File: config.mk
export PLATFORM = sky130hd
export DESIGN_NAME = data_bus_arbiter
export DESIGN_NICKNAME = d
export VERILOG_FILES = /design/src/rtl/data_bus_arbiter_pkg.sv /design/src/rtl/data_bus_rr_pick.sv /design/src/rtl/data_bus_arbiter.sv
export SDC_FILE = /design/constraint.sdc
export NUM_CORES = 1
export LEC_CHECK = 0
export BUFFER_PORTS_ARGS = -buffer_cell sky130_fd_sc_hd__buf_2
export CORE_AREA = 2 2 121 123
export DETAILED_ROUTE_END_ITERATION = 8
export DIE_AREA = 0 0 123 125
export SYNTH_ARGS = -nofsm -noshare
export SYNTH_HDL_FRONTEND = slang
export SYNTH_SLANG_ARGS = --single-unit
File: constraint.sdc
create_clock -name clk_i -period 2.45 [get_ports clk_i]
set_clock_uncertainty 0.2 [all_clocks]
set_input_delay 0.245 -clock clk_i [delete_from_list [all_inputs] [get_ports clk_i]]
set_output_delay 0.245 -clock clk_i [all_outputs]
set_load 0.005 [all_outputs]
File: src/rtl/data_bus_arbiter_pkg.sv
// rtl/data_bus_arbiter_pkg.sv - shared types and address map for the data-port arbiter and decoder
package data_bus_arbiter_pkg;

    typedef logic [1:0] state_t;
    localparam state_t ST_IDLE  = 2'd0;
    localparam state_t ST_LOCK0 = 2'd1;
    localparam state_t ST_LOCK1 = 2'd2;

    // 0 = core LSU, 1 = DMA
    typedef logic master_idx_t;

    localparam logic [31:0] IO_BASE  = 32'h8000_0000;
    localparam logic [31:0] IO_LIMIT = 32'h8000_6000;

    function automatic logic addr_is_valid(input logic [31:0] addr, input logic [31:0] ram_size);
        return (addr < ram_size) || ((addr >= IO_BASE) && (addr < IO_LIMIT));
    endfunction

endpackage

File: src/rtl/data_bus_rr_pick.sv
// rtl/data_bus_rr_pick.sv - combinational two-way round-robin pick with eligibility mask
module data_bus_rr_pick
    import data_bus_arbiter_pkg::*;
(
    input  logic [1:0]  req,
    input  master_idx_t ptr,
    input  logic [1:0]  mask,
    output logic [1:0]  gnt
);

    logic [1:0] elig;

    always_comb begin
        elig = req & mask;
        gnt  = 2'b00;
        case (elig)
            2'b01:   gnt = 2'b01;
            2'b10:   gnt = 2'b10;
            2'b11:   gnt = ptr ? 2'b10 : 2'b01;
            default: gnt = 2'b00;
        endcase
    end

endmodule

File: src/rtl/data_bus_arbiter.sv
// rtl/data_bus_arbiter.sv - two-master data-port arbiter with lock bursts and address checking
module data_bus_arbiter
    import data_bus_arbiter_pkg::*;
#(
    parameter int unsigned RAM_SIZE  = 256,
    parameter int unsigned BURST_MAX = 8
) (
    input  logic        clk_i,
    input  logic        rst_i,
    input  logic        m0_req_i,
    input  logic        m0_lock_i,
    input  logic        m0_we_i,
    input  logic [3:0]  m0_be_i,
    input  logic [31:0] m0_addr_i,
    input  logic [31:0] m0_wdata_i,
    input  logic        m1_req_i,
    input  logic        m1_lock_i,
    input  logic        m1_we_i,
    input  logic [3:0]  m1_be_i,
    input  logic [31:0] m1_addr_i,
    input  logic [31:0] m1_wdata_i,
    output logic        m0_gnt_o,
    output logic        m0_rvalid_o,
    output logic        m0_err_o,
    output logic [31:0] m0_rdata_o,
    output logic        m1_gnt_o,
    output logic        m1_rvalid_o,
    output logic        m1_err_o,
    output logic [31:0] m1_rdata_o,
    output logic        s_req_o,
    output logic        s_we_o,
    output logic [3:0]  s_be_o,
    output logic [31:0] s_addr_o,
    output logic [31:0] s_wdata_o,
    input  logic [31:0] s_rdata_i
);

    localparam int CW = $clog2(BURST_MAX + 1);
    localparam logic [CW-1:0] CNT_SAT = CW'(BURST_MAX);
    localparam logic [CW-1:0] CNT_REL = CW'(BURST_MAX - 1);

    state_t      state_q, state_d;
    master_idx_t ptr_q, ptr_d;
    master_idx_t owner;
    master_idx_t gnt_idx;
    logic [CW-1:0] cnt_q, cnt_d, cnt_inc;

    logic [1:0]  req, lock, mask, gnt;
    logic        any_gnt, we_sel, sel_valid;
    logic [3:0]  be_sel;
    logic [31:0] addr_sel, wdata_sel;

    logic [1:0]  rvalid_q, err_q;
    logic [31:0] rdata0_q, rdata1_q;

    assign req   = {m1_req_i, m0_req_i};
    assign lock  = {m1_lock_i, m0_lock_i};
    assign owner = (state_q == ST_LOCK1);

    // Reset masks every master so nothing reaches the slave while rst_i is high.
    always_comb begin
        mask = 2'b00;
        if (!rst_i) begin
            case (state_q)
                ST_IDLE:  mask = 2'b11;
                ST_LOCK0: mask = 2'b01;
                ST_LOCK1: mask = 2'b10;
                default:  mask = 2'b00;
            endcase
        end
    end

    data_bus_rr_pick u_pick (
        .req  (req),
        .ptr  (ptr_q),
        .mask (mask),
        .gnt  (gnt)
    );

    assign any_gnt   = |gnt;
    assign gnt_idx   = gnt[1];
    assign we_sel    = gnt_idx ? m1_we_i    : m0_we_i;
    assign be_sel    = gnt_idx ? m1_be_i    : m0_be_i;
    assign addr_sel  = gnt_idx ? m1_addr_i  : m0_addr_i;
    assign wdata_sel = gnt_idx ? m1_wdata_i : m0_wdata_i;
    assign sel_valid = addr_is_valid(addr_sel, RAM_SIZE);

    assign m0_gnt_o  = gnt[0];
    assign m1_gnt_o  = gnt[1];
    assign s_req_o   = any_gnt && sel_valid;
    assign s_we_o    = any_gnt && we_sel;
    assign s_be_o    = any_gnt ? be_sel    : 4'h0;
    assign s_addr_o  = any_gnt ? addr_sel  : 32'h0;
    assign s_wdata_o = any_gnt ? wdata_sel : 32'h0;

    always_comb begin
        state_d = state_q;
        ptr_d   = ptr_q;
        cnt_d   = cnt_q;
        cnt_inc = (cnt_q == CNT_SAT) ? cnt_q : cnt_q + CW'(1);
        case (state_q)
            ST_IDLE: begin
                if (any_gnt) begin
                    if (lock[gnt_idx]) begin
                        state_d = gnt_idx ? ST_LOCK1 : ST_LOCK0;
                        cnt_d   = '0;
                    end else begin
                        ptr_d = ~gnt_idx;
                    end
                end
            end
            ST_LOCK0, ST_LOCK1: begin
                cnt_d = cnt_inc;
                // Forced release once the post-increment count hits BURST_MAX-1 with the other master waiting.
                if ((gnt[owner] && !lock[owner]) || (req[~owner] && (cnt_inc >= CNT_REL))) begin
                    state_d = ST_IDLE;
                    ptr_d   = ~owner;
                    cnt_d   = '0;
                end
            end
            default: state_d = ST_IDLE;
        endcase
    end

    always_ff @(posedge clk_i) begin
        if (rst_i) begin
            state_q  <= ST_IDLE;
            ptr_q    <= 1'b0;
            cnt_q    <= '0;
            rvalid_q <= 2'b00;
            err_q    <= 2'b00;
            rdata0_q <= 32'h0;
            rdata1_q <= 32'h0;
        end else begin
            state_q  <= state_d;
            ptr_q    <= ptr_d;
            cnt_q    <= cnt_d;
            rvalid_q <= gnt;
            err_q    <= gnt & {2{~sel_valid}};
            rdata0_q <= (gnt[0] && sel_valid && !we_sel) ? s_rdata_i : 32'h0;
            rdata1_q <= (gnt[1] && sel_valid && !we_sel) ? s_rdata_i : 32'h0;
        end
    end

    assign m0_rvalid_o = rvalid_q[0];
    assign m1_rvalid_o = rvalid_q[1];
    assign m0_err_o    = err_q[0];
    assign m1_err_o    = err_q[1];
    assign m0_rdata_o  = rdata0_q;
    assign m1_rdata_o  = rdata1_q;

endmodule

==> results.py, run 1 <==
metrics = {
    "route": {
        "vias_per_cell": 4.58,
        "wirelength_um": 15900,
        "first_pass_iters": 4,
        "drt_iter0_drc": 240,
        "via_count": 4429,
        "drc": 0,
        "wl_per_cell_um": 16.5,
        "drtAntennaViolNets": 0,
    },
    "setup_path": {
        "cp-end-kind": "output port",
        "timing.rr.start": "state_q[0]",
        "r2r.worst_path.cells": 10,
        "path_buf_inv": 4,
        "critPathKind": "flip-flop to output port",
        "cp_max_fo": 9,
        "crit_required_ns": 2.01,
        "worstPathArrival_ns": 2.10,
        "path_cells": "inv_4, ha_2, or2_4, and2_4, a21oi_4, buf_6, clkbuf_16, a22o_1, buf_2",
        "startpoint": "state_q[0]",
        "critPathCapture": "s_be_o[1]",
        "slowest_delay_ns": 0.39,
        "critPathSlowestCell": "dfxtp_4",
        "crit_cells": 9,
        "rrSetupSlack_ns": 0.12,
        "reg2reg_to": "cnt_q[2]",
        "cpLargestDelayFamily": "buffers and inverters",
        "critPathLaunchType": "flip-flop",
    },
    "die": {
        "dieArea_um2": 15400,
        "ios": 316,
        "row_count": 44,
        "die_w_um": 123,
        "initial_utilization": 0.244,
        "core_um2": 14200,
        "die_height_um": 125,
    },
    "pwr": {
        "p_leak_uw": 0.00350,
        "p_sw_frac": 0.326,
        "switchingPower_uw": 1570,
        "max-vdd-ir-drop_mv": 0.276,
        "p_seq_frac": 0.273,
        "total_power_uw": 4820,
        "power.density_nw_per_um2": 717,
        "power.internal_uw": 3250,
        "clkPwrFrac": 0.287,
        "comb_power_share": 0.440,
    },
    "synth": {
        "syn_nets": 594,
        "synthMostInstantiatedCell": "nand2_1",
        "avgSynthCellArea_um2": 8.45,
        "synth.top_cells.by_count": "nand2_1 (77), dfxtp_1 (75), and2_1 (67)",
        "ys_async_sr_fraction": 0,
        "synthCells": 410,
        "ys_seq_area_frac": 0.434,
        "ys_seq_elements": 75,
        "synth_edf_count": 0,
        "yosysWarnings": 0,
        "synth_area_leader_cell": "dfxtp_1",
        "synth_area_um2": 3460,
        "synth-main-ff-cell": "dfxtp_1",
        "synth.area.top_cells": "dfxtp_1 (43%), and2_1 (12%), a22o_1 (9.1%), nand2_1 (8.3%), a21oi_1 (5.5%)",
        "ys_types": 43,
        "synth_top_area_frac": 0.434,
    },
    "clocking": {
        "clockBufferDepth": 2,
        "clock_latency_ns": 0.33,
        "clk_pin_slew_worst_paths_ns": 0.06,
        "cts_buffers": 9,
        "ctsRootBufferMaster": "clkbuf_16",
        "cts_tree": "done",
        "htree_num_levels": 3,
        "cts.sinks": 75,
    },
    "finish": {
        "syn2layout_area_growth_pct": 94.2,
        "drive_gt1_frac": 0.563,
        "n_antenna_cell": 0,
        "fillers": 1368,
        "nets": 962,
        "post-route-util": 0.474,
    },
    "sta": {
        "rsz0062_at_grt": "true",
        "hold_viol": 0,
        "max_freq_ghz": 0.393,
        "timing.final.ws_setup_ns": -0.0958,
        "post-route-period-util": 1.04,
        "drv_slew": 0,
        "maxSlewHeadroom": 0.690,
        "tightest_slew_ns": 0.460,
        "setup_violations": 52,
        "layout_min_cycle_time_ns": 2.55,
    },
    "placed_design": {
        "place_congestion": 0.931,
        "dp_hpwl_um": 11200,
        "port_buffers": 315,
    },
    "flow_run": {
        "max_cap_viol_count": 0,
    },
    "global_route": {
        "grt_max_degree": 33,
        "grt_pass1_vias": 4265,
        "grt_pass1_wl_um": 22000,
        "grt_overflow": 0,
        "antenna_found_initial": 1,
        "grtUsageTotal": 0.187,
    },
    "run_status": {
        "violations": "setup timing",
        "status": "finished with violations",
    },
    "worst_hold_path": {
        "hp-class": "primary input to flip-flop",
    },
}
==> layout by cell type, fill, tap and decap left out, drive strengths merged, types with 3 or more instances in the layout <==
master,n
buf,351
nand2,77
dfxtp,75
and2,67
a21oi,38
a22o,36
dlygate4sd3,32
clkbuf,13
nor2,11
inv,10
nand3,9
nor4,8
ha,8
nor3,5
a22oi,3
o211ai,3
mux2i,3
a31oi,3
==> repair_timing <==
action,in CTS,in global routing
hold buffers,32,0
gates cloned,5,6
setup endpoints to repair,71,73
gates resized for setup,44,67
pin swaps,9,37
endpoints found under the hold margin,64,0
buffers inserted,14,0
==> state kept, by name (all words and copies together), names as in the netlist <==
register    flops
m1_rdata_o     32
rvalid_q        2
m0_rdata_o     32
err_q           2
cnt_q           4
state_q         2
ptr_q           1
==> power groups by stage <==
stage	clock network [uW]	registers (uW)	logic [uW]
after floorplan	0	1310	788
after global placement	0	1320	1480
after detailed placement	0	1320	1480
after CTS	1430	1310	1830
after global routing	1490	1320	2260
final	1380	1320	2120
==> tightest hold or removal path, cell delays in order <==
cell and delay [ns]:
buf_2 0.14, buf_4 0.15, a31oi_1 0.04
==> area by class of cell <==
| cell class | instances | area [um^2] | share of cell area |
|---|---|---|---|
| Clock buffer | 9 | 225 | 0.0335 |
| Clock inverter | 6 | 88.8 | 0.0132 |
| Inverter | 9 | 38.8 | 0.00577 |
| Multi-Input combinational cell | 296 | 2110 | 0.314 |
| Sequential cell | 75 | 1510 | 0.224 |
| Tap cell | 184 | 230 | 0.0342 |
| Timing Repair Buffer | 387 | 2520 | 0.375 |
==> through the flow <==
stage / instances / hold WS, ns / setup slack [ns] / cell area, um^2 / setup TNS, ns
after floorplan: 410 / 0.114 / 0.0365 / 3460 / 0
after global placement: 895 / 0.258 / 0.120 / 5360 / 0
after detailed placement: 895 / 0.259 / 0.0505 / 5360 / 0
after CTS: 961 / 0.0753 / -0.0946 / 6370 / -3.70
after global routing: 966 / 0.0833 / -0.173 / 6730 / -9.57
final: 966 / 0.0924 / -0.0958 / 6730 / -3.02
==> how the worst min path moves through the flow <==
stage                  from  cells past startpoint       endpoint  slack, ns
6_report              rst_i                      3       cnt_q[3]       0.09
3_5_place_dp   s_rdata_i[7]                      2  m0_rdata_o[7]       0.26
4_1_cts               rst_i                      3       cnt_q[3]       0.08
3_3_place_gp   s_rdata_i[7]                      2  m1_rdata_o[7]       0.26
2_1_floorplan         rst_i                      1       cnt_q[1]       0.11
5_1_grt               rst_i                      3       cnt_q[1]       0.08
==> metal layers <==
metal | vias up | part of all wire | track usage | wire length [um]
li1 | 2146 | - | - | -
met1 | 2021 | 0.35 | 0.193 | 5540
met2 | 225 | 0.53 | 0.348 | 8370
met3 | 35 | 0.086 | 0.0561 | 1370
met4 | 2 | 0.038 | 0.0735 | 601
met5 | - | 0.0010 | 0 | 16
==> cell families (layout without fill, tap and decap cells) <==
kind of cell             after synthesis  in the layout  share of synthesized area
AND/OR/NAND/NOR                      188            188                      0.276
XOR/XNOR                               1              1                    0.00253
AO/OA/AOI/OAI                         96             96                      0.199
buffers and inverters                 39            411                     0.0517
adder cells (fa/ha/maj)                8              8                     0.0289
flip-flops                            75             75                      0.434
multiplexers                           3              3                    0.00867
Note: power is estimated with default switching activity, not from simulation.
==> inputs of run 2 (changes only) <==
--- a/config.mk
+++ b/config.mk
@@ -9,2 +9,3 @@
 export CORE_AREA = 2 2 121 123
+export CTS_CLUSTER_DIAMETER = 30
 export DETAILED_ROUTE_END_ITERATION = 8
==> constraint.sdc (replaced) <==
create_clock -name clk_i -period 2.45 [get_ports clk_i]
set_clock_uncertainty 0.2 [all_clocks]
set_input_delay 0.1225 -clock clk_i [delete_from_list [all_inputs] [get_ports clk_i]]
set_output_delay 0.1225 -clock clk_i [all_outputs]
set_load 0.005 [all_outputs]
==> run 2 against run 1 <==
The run ends with hold timing left. Register-to-register slack got worse by 0.05 ns. Sequential power about the same. Critical path depth down 1. Cell count is 0.83% lower. Setup slack better by 0.11 ns. Clock-buffer cell count stayed put. Sequential cell count stayed put. Critical endpoint unchanged. Largest power group unchanged.
==> results.py, run 2 (same netlist as run 1, synthesis figures left out) <==
metrics = {
    "finish": {
        "post-route-util": 0.451,
        "n_antenna_cell": 0,
        "layout_commonest_cell": "buf_2",
        "multi_input_area_um2": 1930,
        "fillers": 1482,
        "drive_gt1_frac": 0.512,
        "syn2layout_area_growth_pct": 85.0,
        "nets": 954,
        "most-common-layout-cells": "buf_2 (315), nand2_1 (76), dfxtp_1 (73)",
        "seqCellArea_um2": 1510,
    },
    "clocking": {
        "cts_tree": "done",
        "clockBufferDepth": 2,
        "htree_num_levels": 3,
        "cts_buffers": 9,
        "clk_pin_slew_worst_paths_ns": 0.06,
        "clock_latency_ns": 0.33,
        "postCtsHoldBufs": 32,
        "ctsRootBufferMaster": "clkbuf_16",
        "cts.sinks": 75,
    },
    "setup_path": {
        "path_buf_inv": 4,
        "timing.rr.start": "state_q[0]",
        "path_cells": "inv_6, ha_2, or2_4, o311ai_4, clkinv_4, clkbuf_16, a22o_1, buf_2",
        "crit_required_ns": 2.13,
        "crit_cells": 8,
        "critPathCapture": "s_be_o[1]",
        "r2r.worst_path.cells": 9,
        "cpLargestDelayFamily": "buffers and inverters",
        "startpoint": "state_q[0]",
        "slowest_delay_ns": 0.40,
        "reg2reg_to": "ptr_q",
        "rrSetupSlack_ns": 0.07,
        "critPathSlowestCell": "dfxtp_4",
        "cp-end-kind": "output port",
        "worstPathArrival_ns": 2.11,
        "critPathLaunchType": "flip-flop",
        "cp_max_fo": 18,
        "critPathKind": "flip-flop to output port",
    },
    "sta": {
        "rsz0062_at_grt": "true",
        "hold_viol": 4,
        "drv_slew": 0,
        "maxSlewHeadroom": 0.665,
        "tns_ns": 0,
        "hold_slack_ns": -0.0747,
        "tightest_slew_ns": 0.498,
        "post-route-period-util": 0.994,
        "layout_min_cycle_time_ns": 2.43,
        "max_freq_ghz": 0.411,
        "setup_violations": 0,
    },
    "global_route": {
        "grt_max_degree": 38,
        "grt_pass1_wl_um": 21200,
        "grtUsageTotal": 0.178,
        "grt_overflow": 0,
        "antenna_found_initial": 1,
        "grt_pass1_vias": 4087,
    },
    "route": {
        "drc": 0,
        "first_pass_iters": 5,
        "via_count": 4316,
        "vias_per_cell": 4.51,
        "wl_per_cell_um": 15.1,
        "wirelength_um": 14500,
        "drt_iter0_drc": 227,
        "drtAntennaViolNets": 0,
    },
    "placed_design": {
        "port_buffers": 315,
        "place_congestion": 0.963,
        "dp_hpwl_um": 10700,
    },
    "die": {
        "dieArea_um2": 15400,
        "ios": 316,
        "die_w_um": 123,
        "core_um2": 14200,
        "die_height_um": 125,
        "initial_utilization": 0.244,
        "row_count": 44,
    },
    "run_status": {
        "status": "finished with violations",
        "violations": "hold timing",
    },
    "worst_hold_path": {
        "hp-class": "primary input to flip-flop",
    },
    "pwr": {
        "p_leak_uw": 0.00337,
        "power.density_nw_per_um2": 742,
        "total_power_uw": 4750,
        "max-vdd-ir-drop_mv": 0.337,
    },
    "flow_run": {
        "max_cap_viol_count": 0,
    },
}
==> run 2: cell count changes in the layout (fill, tap and decap cells not counted), moves of 2 or more <==
cell,previous run,this run
nand2_1,54,76
a21oi_1,18,30
nand2_4,12,0
a21oi_2,18,7
nand2_2,11,1
buf_4,10,16
buf_6,9,4
buf_12,9,5
buf_8,4,1
buf_16,4,2
bufinv_16,2,4
clkinv_4,0,2
clkinvlp_4,2,0
==> run 2: final cells by class <==
cell class,count,area share
timing repair buffer,379,0.364
multi-input combinational,296,0.301
sequential,75,0.236
tap,184,0.0359
clock buffer,9,0.0351
clock inverter,6,0.0215
inverter,9,0.00723
==> run 2: where the power goes <==
group / switching (uW) / total (uW) / internal [uW]
Combinational: 915 / 1850 / 933
Clock: 498 / 1590 / 1100
Sequential: 44.6 / 1310 / 1270
==> run 2: worst min-delay path: stages <==
cell	delay, ns
buf_2	0.09
buf_4	0.15
a21oi_1	0.05
==> run 2: worst min path at each step <==
stage,startpoint,end,slack [ns],cells after the start
4_1_cts,rst_i,cnt_q[1],-0.09,3
2_1_floorplan,rst_i,cnt_q[1],-0.008,1
3_3_place_gp,s_rdata_i[6],m1_rdata_o[6],0.13,2
5_1_grt,rst_i,cnt_q[2],-0.08,3
3_5_place_dp,s_rdata_i[27],m0_rdata_o[27],0.14,2
6_report,rst_i,cnt_q[1],-0.07,3
==> run 2: layer usage <==
| metal | global-route usage | up-vias | share of wire |
|---|---|---|---|
| met5 | 0 | - | 0.00090 |
| met4 | 0.0628 | 2 | 0.023 |
| met3 | 0.0579 | 27 | 0.094 |
| met2 | 0.322 | 212 | 0.51 |
| met1 | 0.190 | 1946 | 0.37 |
| li1 | - | 2129 | - |
==> run 2: stage by stage <==
step                      setup slack, ns  area, um^2  hold WS [ns]  cells
after floorplan                     0.159        3460      -0.00843    410
after global placement              0.104        5280         0.135    893
after detailed placement           0.0358        5280         0.137    893
after CTS                         -0.0163        6110       -0.0932    948
after global routing              -0.0805        6410       -0.0847    958
final                              0.0151        6410       -0.0747    958
==> run 2: repair_timing <==
| item | CTS | global route |
|---|---|---|
| gates cloned | 2 | 4 |
| setup buffers | 6 | 6 |
| gates resized for setup | 19 | 38 |
| hold endpoints to repair | 68 | 4 |
| endpoints found under the setup margin | 71 | 73 |
| pin swaps | 3 | 6 |
